<file path="config.mk">
export PLATFORM = sky130hd
export DESIGN_NAME = pit_table
export DESIGN_NICKNAME = d
export VERILOG_FILES = /design/src/rtl/pit_table.sv
export SDC_FILE = /design/constraint.sdc
export NUM_CORES = 1
export LEC_CHECK = 0
export BUFFER_PORTS_ARGS = -buffer_cell sky130_fd_sc_hd__buf_2
export CAP_MARGIN = 20
export CORE_UTILIZATION = 55
export CTS_CLUSTER_DIAMETER = 60
export DETAILED_ROUTE_END_ITERATION = 7
export PLACE_DENSITY = 0.74
export RECOVER_POWER = 50
export SYNTH_ARGS = -nofsm -noshare
export SYNTH_HDL_FRONTEND = slang
export SYNTH_SLANG_ARGS = --single-unit
</file>
<file path="constraint.sdc">
create_clock -name clk_i -period 9.2 [get_ports clk_i]
set_clock_uncertainty 0.15 [all_clocks]
set_input_delay 2.3 -clock clk_i [delete_from_list [all_inputs] [get_ports clk_i]]
set_output_delay 2.3 -clock clk_i [all_outputs]
set_load 0.02 [all_outputs]
</file>
<file path="src/rtl/pit_table.sv">
// Pending Interest Table: records interests, forwards new ones to fib,
// aggregates duplicates, matches returning data and relays its payload.
module pit_table #(
  parameter int unsigned ENTRIES       = 4,
  parameter int unsigned LIFETIME      = 1024,
  parameter int unsigned PAYLOAD_BYTES = 8
) (
  input  logic                           clk_i,
  input  logic                           rst_i,
  input  logic                           interest_valid_i,
  input  logic [63:0]                    interest_prefix_i,
  input  logic [5:0]                     interest_len_i,
  output logic                           interest_ready_o,
  output logic                           interest_drop_o,
  output logic [63:0]                    pit_in_prefix_o,
  output logic [5:0]                     pit_in_len_o,
  output logic                           fib_out_bit_o,
  input  logic [63:0]                    pit_out_prefix_i,
  input  logic [5:0]                     pit_out_len_i,
  input  logic                           prefix_ready_i,
  output logic                           start_send_to_pit_o,
  output logic                           rejected_o,
  input  logic [7:0]                     out_data_i,
  output logic [7:0]                     data_out_o,
  output logic                           data_out_valid_o,
  output logic                           data_out_last_o,
  output logic [$clog2(ENTRIES+1)-1:0]   occupancy_o
);

  localparam int unsigned OccW  = $clog2(ENTRIES + 1);
  localparam int unsigned IdxW  = $clog2(ENTRIES);
  localparam int unsigned LifeW = $clog2(LIFETIME + 1);

  typedef enum logic [1:0] {StIdle, StFwd, StDataRx} state_e;

  state_e                 state_q, state_d;
  logic [ENTRIES-1:0]     valid_q, valid_d;
  logic [63:0]            prefix_q [ENTRIES];
  logic [5:0]             len_q    [ENTRIES];
  logic [LifeW-1:0]       life_q   [ENTRIES];
  logic [LifeW-1:0]       life_d   [ENTRIES];
  logic [63:0]            pit_in_prefix_q, pit_in_prefix_d;
  logic [5:0]             pit_in_len_q, pit_in_len_d;
  logic                   fib_out_q, fib_out_d;
  logic                   drop_q, drop_d;
  logic                   reject_q, reject_d;
  logic                   start_q, start_d;
  logic [7:0]             data_q, data_d;
  logic                   dvalid_q, dvalid_d;
  logic                   dlast_q, dlast_d;
  logic [7:0]             rx_cnt_q, rx_cnt_d;
  logic [OccW-1:0]        occ_q, occ_d;

  logic                   wr_en;
  logic [IdxW-1:0]        wr_idx;

  logic [63:0]            int_mask, dat_mask;
  logic [ENTRIES-1:0]     int_hit, dat_hit;
  logic                   int_any, dat_any, free_any;
  logic [IdxW-1:0]        int_idx, dat_idx, free_idx;

  assign interest_ready_o = (state_q == StIdle) && !prefix_ready_i && !rst_i;

  // Associative lookup for both key sources plus lowest-free-slot search.
  always_comb begin
    // Mask keeps the top len bits; len 0 yields an all-zero mask.
    int_mask = ~({64{1'b1}} >> interest_len_i);
    dat_mask = ~({64{1'b1}} >> pit_out_len_i);
    int_any  = 1'b0;
    dat_any  = 1'b0;
    free_any = 1'b0;
    int_idx  = '0;
    dat_idx  = '0;
    free_idx = '0;
    for (int i = 0; i < ENTRIES; i++) begin
      int_hit[i] = valid_q[i] && (len_q[i] == interest_len_i) &&
                   (((prefix_q[i] ^ interest_prefix_i) & int_mask) == 64'd0);
      dat_hit[i] = valid_q[i] && (len_q[i] == pit_out_len_i) &&
                   (((prefix_q[i] ^ pit_out_prefix_i) & dat_mask) == 64'd0);
    end
    for (int i = ENTRIES - 1; i >= 0; i--) begin
      if (int_hit[i]) begin
        int_any = 1'b1;
        int_idx = IdxW'(i);
      end
      if (dat_hit[i]) begin
        dat_any = 1'b1;
        dat_idx = IdxW'(i);
      end
      if (!valid_q[i]) begin
        free_any = 1'b1;
        free_idx = IdxW'(i);
      end
    end
  end

  // Next-state: FSM, entry aging, pulses and payload capture.
  always_comb begin
    state_d         = state_q;
    valid_d         = valid_q;
    pit_in_prefix_d = pit_in_prefix_q;
    pit_in_len_d    = pit_in_len_q;
    fib_out_d       = 1'b0;
    drop_d          = 1'b0;
    reject_d        = 1'b0;
    start_d         = 1'b0;
    data_d          = data_q;
    dvalid_d        = 1'b0;
    dlast_d         = 1'b0;
    rx_cnt_d        = rx_cnt_q;
    wr_en           = 1'b0;
    wr_idx          = free_idx;
    occ_d           = '0;

    // Aging first so that a same-cycle hit below overrides expiry.
    for (int i = 0; i < ENTRIES; i++) begin
      life_d[i] = life_q[i];
      if (valid_q[i]) begin
        life_d[i] = life_q[i] - LifeW'(1);
        if (life_q[i] == LifeW'(1)) valid_d[i] = 1'b0;
      end
    end

    unique case (state_q)
      StIdle: begin
        if (prefix_ready_i) begin
          if (dat_any) begin
            valid_d[dat_idx] = 1'b0;
            start_d          = 1'b1;
            rx_cnt_d         = 8'd0;
            state_d          = StDataRx;
          end else begin
            reject_d = 1'b1;
          end
        end else if (interest_valid_i) begin
          if (int_any) begin
            valid_d[int_idx] = 1'b1;
            life_d[int_idx]  = LifeW'(LIFETIME);
          end else if (free_any) begin
            wr_en            = 1'b1;
            valid_d[free_idx] = 1'b1;
            life_d[free_idx] = LifeW'(LIFETIME);
            pit_in_prefix_d  = interest_prefix_i;
            pit_in_len_d     = interest_len_i;
            state_d          = StFwd;
          end else begin
            drop_d = 1'b1;
          end
        end
      end
      StFwd: begin
        fib_out_d = 1'b1;
        reject_d  = prefix_ready_i;
        state_d   = StIdle;
      end
      StDataRx: begin
        reject_d = prefix_ready_i;
        // Count 0 is the start cycle; bytes arrive on counts 1..PAYLOAD_BYTES.
        if (rx_cnt_q != 8'd0) begin
          data_d   = out_data_i;
          dvalid_d = 1'b1;
          dlast_d  = (rx_cnt_q == 8'(PAYLOAD_BYTES));
        end
        if (rx_cnt_q == 8'(PAYLOAD_BYTES)) state_d = StIdle;
        rx_cnt_d = rx_cnt_q + 8'd1;
      end
      default: state_d = StIdle;
    endcase

    for (int i = 0; i < ENTRIES; i++) begin
      occ_d = occ_d + OccW'(valid_d[i]);
    end
  end

  // Control and output registers.
  always_ff @(posedge clk_i) begin
    if (rst_i) begin
      state_q         <= StIdle;
      valid_q         <= '0;
      pit_in_prefix_q <= '0;
      pit_in_len_q    <= '0;
      fib_out_q       <= 1'b0;
      drop_q          <= 1'b0;
      reject_q        <= 1'b0;
      start_q         <= 1'b0;
      data_q          <= '0;
      dvalid_q        <= 1'b0;
      dlast_q         <= 1'b0;
      rx_cnt_q        <= '0;
      occ_q           <= '0;
    end else begin
      state_q         <= state_d;
      valid_q         <= valid_d;
      pit_in_prefix_q <= pit_in_prefix_d;
      pit_in_len_q    <= pit_in_len_d;
      fib_out_q       <= fib_out_d;
      drop_q          <= drop_d;
      reject_q        <= reject_d;
      start_q         <= start_d;
      data_q          <= data_d;
      dvalid_q        <= dvalid_d;
      dlast_q         <= dlast_d;
      rx_cnt_q        <= rx_cnt_d;
      occ_q           <= occ_d;
    end
  end

  // Entry storage: key written on allocation, lifetime every cycle.
  always_ff @(posedge clk_i) begin
    for (int i = 0; i < ENTRIES; i++) begin
      if (rst_i) begin
        prefix_q[i] <= '0;
        len_q[i]    <= '0;
        life_q[i]   <= '0;
      end else begin
        life_q[i] <= life_d[i];
        if (wr_en && (wr_idx == IdxW'(i))) begin
          prefix_q[i] <= interest_prefix_i;
          len_q[i]    <= interest_len_i;
        end
      end
    end
  end

  assign interest_drop_o     = drop_q;
  assign pit_in_prefix_o     = pit_in_prefix_q;
  assign pit_in_len_o        = pit_in_len_q;
  assign fib_out_bit_o       = fib_out_q;
  assign start_send_to_pit_o = start_q;
  assign rejected_o          = reject_q;
  assign data_out_o          = data_q;
  assign data_out_valid_o    = dvalid_q;
  assign data_out_last_o     = dlast_q;
  assign occupancy_o         = occ_q;

endmodule

</file>
==> metrics <==
Die Y=226 um; post-CTS sizing=0; Crit path largest cell delay=0.89 ns; post-route ant nets=0; DP Wirelength=100000 um; final hold vios=0; f_max=120 MHz; Cells after Synth=3003; Cell Area, Synth=27700 um2; Slew headroom=-105%; Peak VDD IR=0.175 mV; Worst path depth=13; die width=226 um; Total Power=5.43 mW; DR vias/cell=6.91; DR WL/cell=34.2 um; Area growth, synth to finish=9.72%; final hold slack=0.345 ns; row cnt=81; Total GRT Usage=49.9%; PwrDens=179 nW/um2; First DRT Iteration DRCs=4365; die area=51200 um2; CTS tree=built; part of the cycle the worst path needs=90.8%; Tmin final=8.36 ns; clk slew on worst S/H paths=0.06 ns; Placed Cells=3703; TritonCTS Sinks=421; worst path arrival time=8.53 ns; final setup fails=0; post-synthesis sequential area ratio=40.4%; WL final=130000 um; TritonCTS Buffers=48; drt pass-1 iters=8; DRC=0; crit-path leading delay family=simple AND/OR/NAND/NOR gates; P_leak=10.6 nW; setup TNS=0 ns; failing checks=max-capacitance violations, max-slew violations; I/O Pins=240; CP Class=in -> reg; via count=26200; CP required=9.38 ns; CP endpoint kind=flop; CP bufs+invs=4; Ys Warns=0; cell mode on critical path=clkbuf_1; run status=finished, violations left; Max Cap Viol=5; Worst setup SP type=input port; Placer Congestion=1.15; Post-synth EDFFs=276; Synth Area per Inst=9.22 um2; Clock Tree Buf Depth=3; Synth cell types=101; Max stage delay cell, worst path=clkbuf_1; Finished Cell Area=30400 um2; min-delay worst type=reg -> reg; Yosys reg bits=421; Worst R2R Path Depth=12; CTS hold repair buffers=0; multi-input logic area=15100 um2; RSZ-0062 raised after global routing=false; vias in the first global route=24300; crit-path max FO=39; largest net degree at the start of global routing=70; total congestion overflow=0; share of post-route cells with drive strength above 1=10.3%; crit-path cells=clkbuf_1, buf_4, o311ai_0, nor2_1, nor4_1, nand2_1, or3_1, nor4_1, clkbuf_1, nor4b_1, nand2b_1, clkbuf_1, nor2_1; placed cell area=28900 um2; Clk Latency, worst-skew pair=0.64 ns; n_diodes=0; fill cell total of the finished layout=4029; Post-synth ARST share=0%; post-synth net total=3172; initial antenna violation count=10; Starting Density=56.2%; ys flop type=edfxtp_1; global-route wire length before repair=178000 um; Slew Limit Fails=157; core box area=49300 um2; Layout Nets=3259; number of H-tree levels=2; fin cells=3794; Worst-Margin Slew=3.07 ns; Clock Tree Root=clkbuf_16; Port Buffers=238; Post-CTS Setup Bufs=0; register area=11200 um2; hold depth=2
sequential cells by signal, summed over array words and instances (netlist names):
| signal | cells |
|---|---|
| pit_in_len_o | 6 |
| prefix_q | 252 |
| pit_in_prefix_o | 64 |
| start_send_to_pit_o | 1 |
| data_out_valid_o | 1 |
| interest_drop_o | 1 |
| fib_out_bit_o | 1 |
| rejected_o | 1 |
| life_q | 44 |
| data_out_last_o | 1 |
| occupancy_o | 3 |
| data_out_o | 8 |
| rx_cnt_q | 8 |
| len_q | 24 |
| valid_q | 4 |
| state_q | 2 |
cell families after synthesis:
logic type | Yosys count | synth area share (%)
and+or+nand+nor | 1176 | 21.3
xor gates and xnor gates | 580 | 18.3
AOI/OAI and AO/OA | 452 | 11.1
DFF | 421 | 40.4
buffers and inverters | 274 | 5.02
muxes | 83 | 3.01
adders and majority gates | 17 | 0.795
path summary, 6_finish.rpt:
check                 startpoint                   to  slack [ns]
max reg2reg           valid_q[2]       occupancy_o[1]        3.13
max            interest_len_i[2]          len_q[2][1]        0.84
min reg2reg  pit_in_prefix_o[49]  pit_in_prefix_o[49]        0.35
min          pit_in_prefix_o[49]  pit_in_prefix_o[49]        0.35
final cells by class:
cell class	instances	area share, %
Multi-Input combinational cell	2308	49.6
Sequential cell	421	36.8
Timing Repair Buffer	285	4.82
Clock buffer	71	4.81
Tap cell	664	2.73
Clock inverter	19	0.840
Inverter	26	0.325
stage by stage:
stage          utilization (%)  worst slack (ns)
2_1_floorplan                -              2.14
3_3_place_gp              58.6              1.54
4_1_cts                   62.1              2.12
6_report                  61.7             0.844
5_1_grt                   61.7             0.956
3_5_place_dp              58.6              1.47
Yosys cell counts, types with 39 or more instances:
| cell type | number | share of area (%) |
|---|---|---|
| nor3_1 | 92 | 1.7 |
| nor2_1 | 458 | 6.2 |
| dfxtp_1 | 145 | 10 |
| edfxtp_1 | 276 | 30 |
| o21ai_0 | 67 | 1.2 |
| nor4_1 | 96 | 2.2 |
| mux2i_1 | 81 | 2.9 |
| xor2_1 | 172 | 5.4 |
| nand3_1 | 59 | 1.1 |
| a21oi_1 | 100 | 1.8 |
| and2_1 | 92 | 2.1 |
| buf_2 | 49 | 0.89 |
| xnor2_1 | 408 | 13 |
| nand2_1 | 162 | 2.2 |
| o22ai_1 | 66 | 1.5 |
| nand4_1 | 53 | 1.2 |
| clkbuf_1 | 114 | 1.5 |
| buf_1 | 39 | 0.53 |
layer usage:
metal / wire [um] / global-route usage (%) / vias to the layer above
li1: - / - / 10800
met1: 47500 / 63.2 / 12600
met4: 7060 / 21.6 / 14
met5: 94 / 0 / -
met3: 22700 / 24.9 / 416
met2: 52600 / 71.0 / 2356
report_power, final:
part	switching, mW	internal [mW]	leakage [nW]
registers	0.0899	2.10	4.05
clock network	0.887	1.21	0.838
logic	0.801	0.343	5.73
total	1.78	3.65	10.6
tightest hold or removal path: cells and delay by family (launching register included):
family	cells	cell delay, ns
flip-flops	1	0.33
multiplexers	1	0.07
AND/OR/NAND/NOR	1	0.07
layout by cell type, fill, tap and decap left out, drive strengths merged, types with 8 or more instances in the layout:
master and count:
dfxtp 145, nand3 59, a2111oi 12, mux2i 81
o21a 13, o2111ai 19, a31oi 13, buf 186
clkinv 11, xor2 172, a21oi 100, o21ai 83
or2 12, nor4 105, o31ai 9, nand4 54
nor4b 10, edfxtp 276, nand2 165, o22ai 66
nor2 458, or3 11, and2 94, clkbuf 170
o221ai 8, or4 26, a21o 11, ha 16
xnor2 408, inv 29, nand4b 13, o41ai 8
nor3 94, a211oi 14, nor2b 11, o211ai 29
nand2b 22, and3 13
Note: power is estimated with default switching activity, not from simulation.
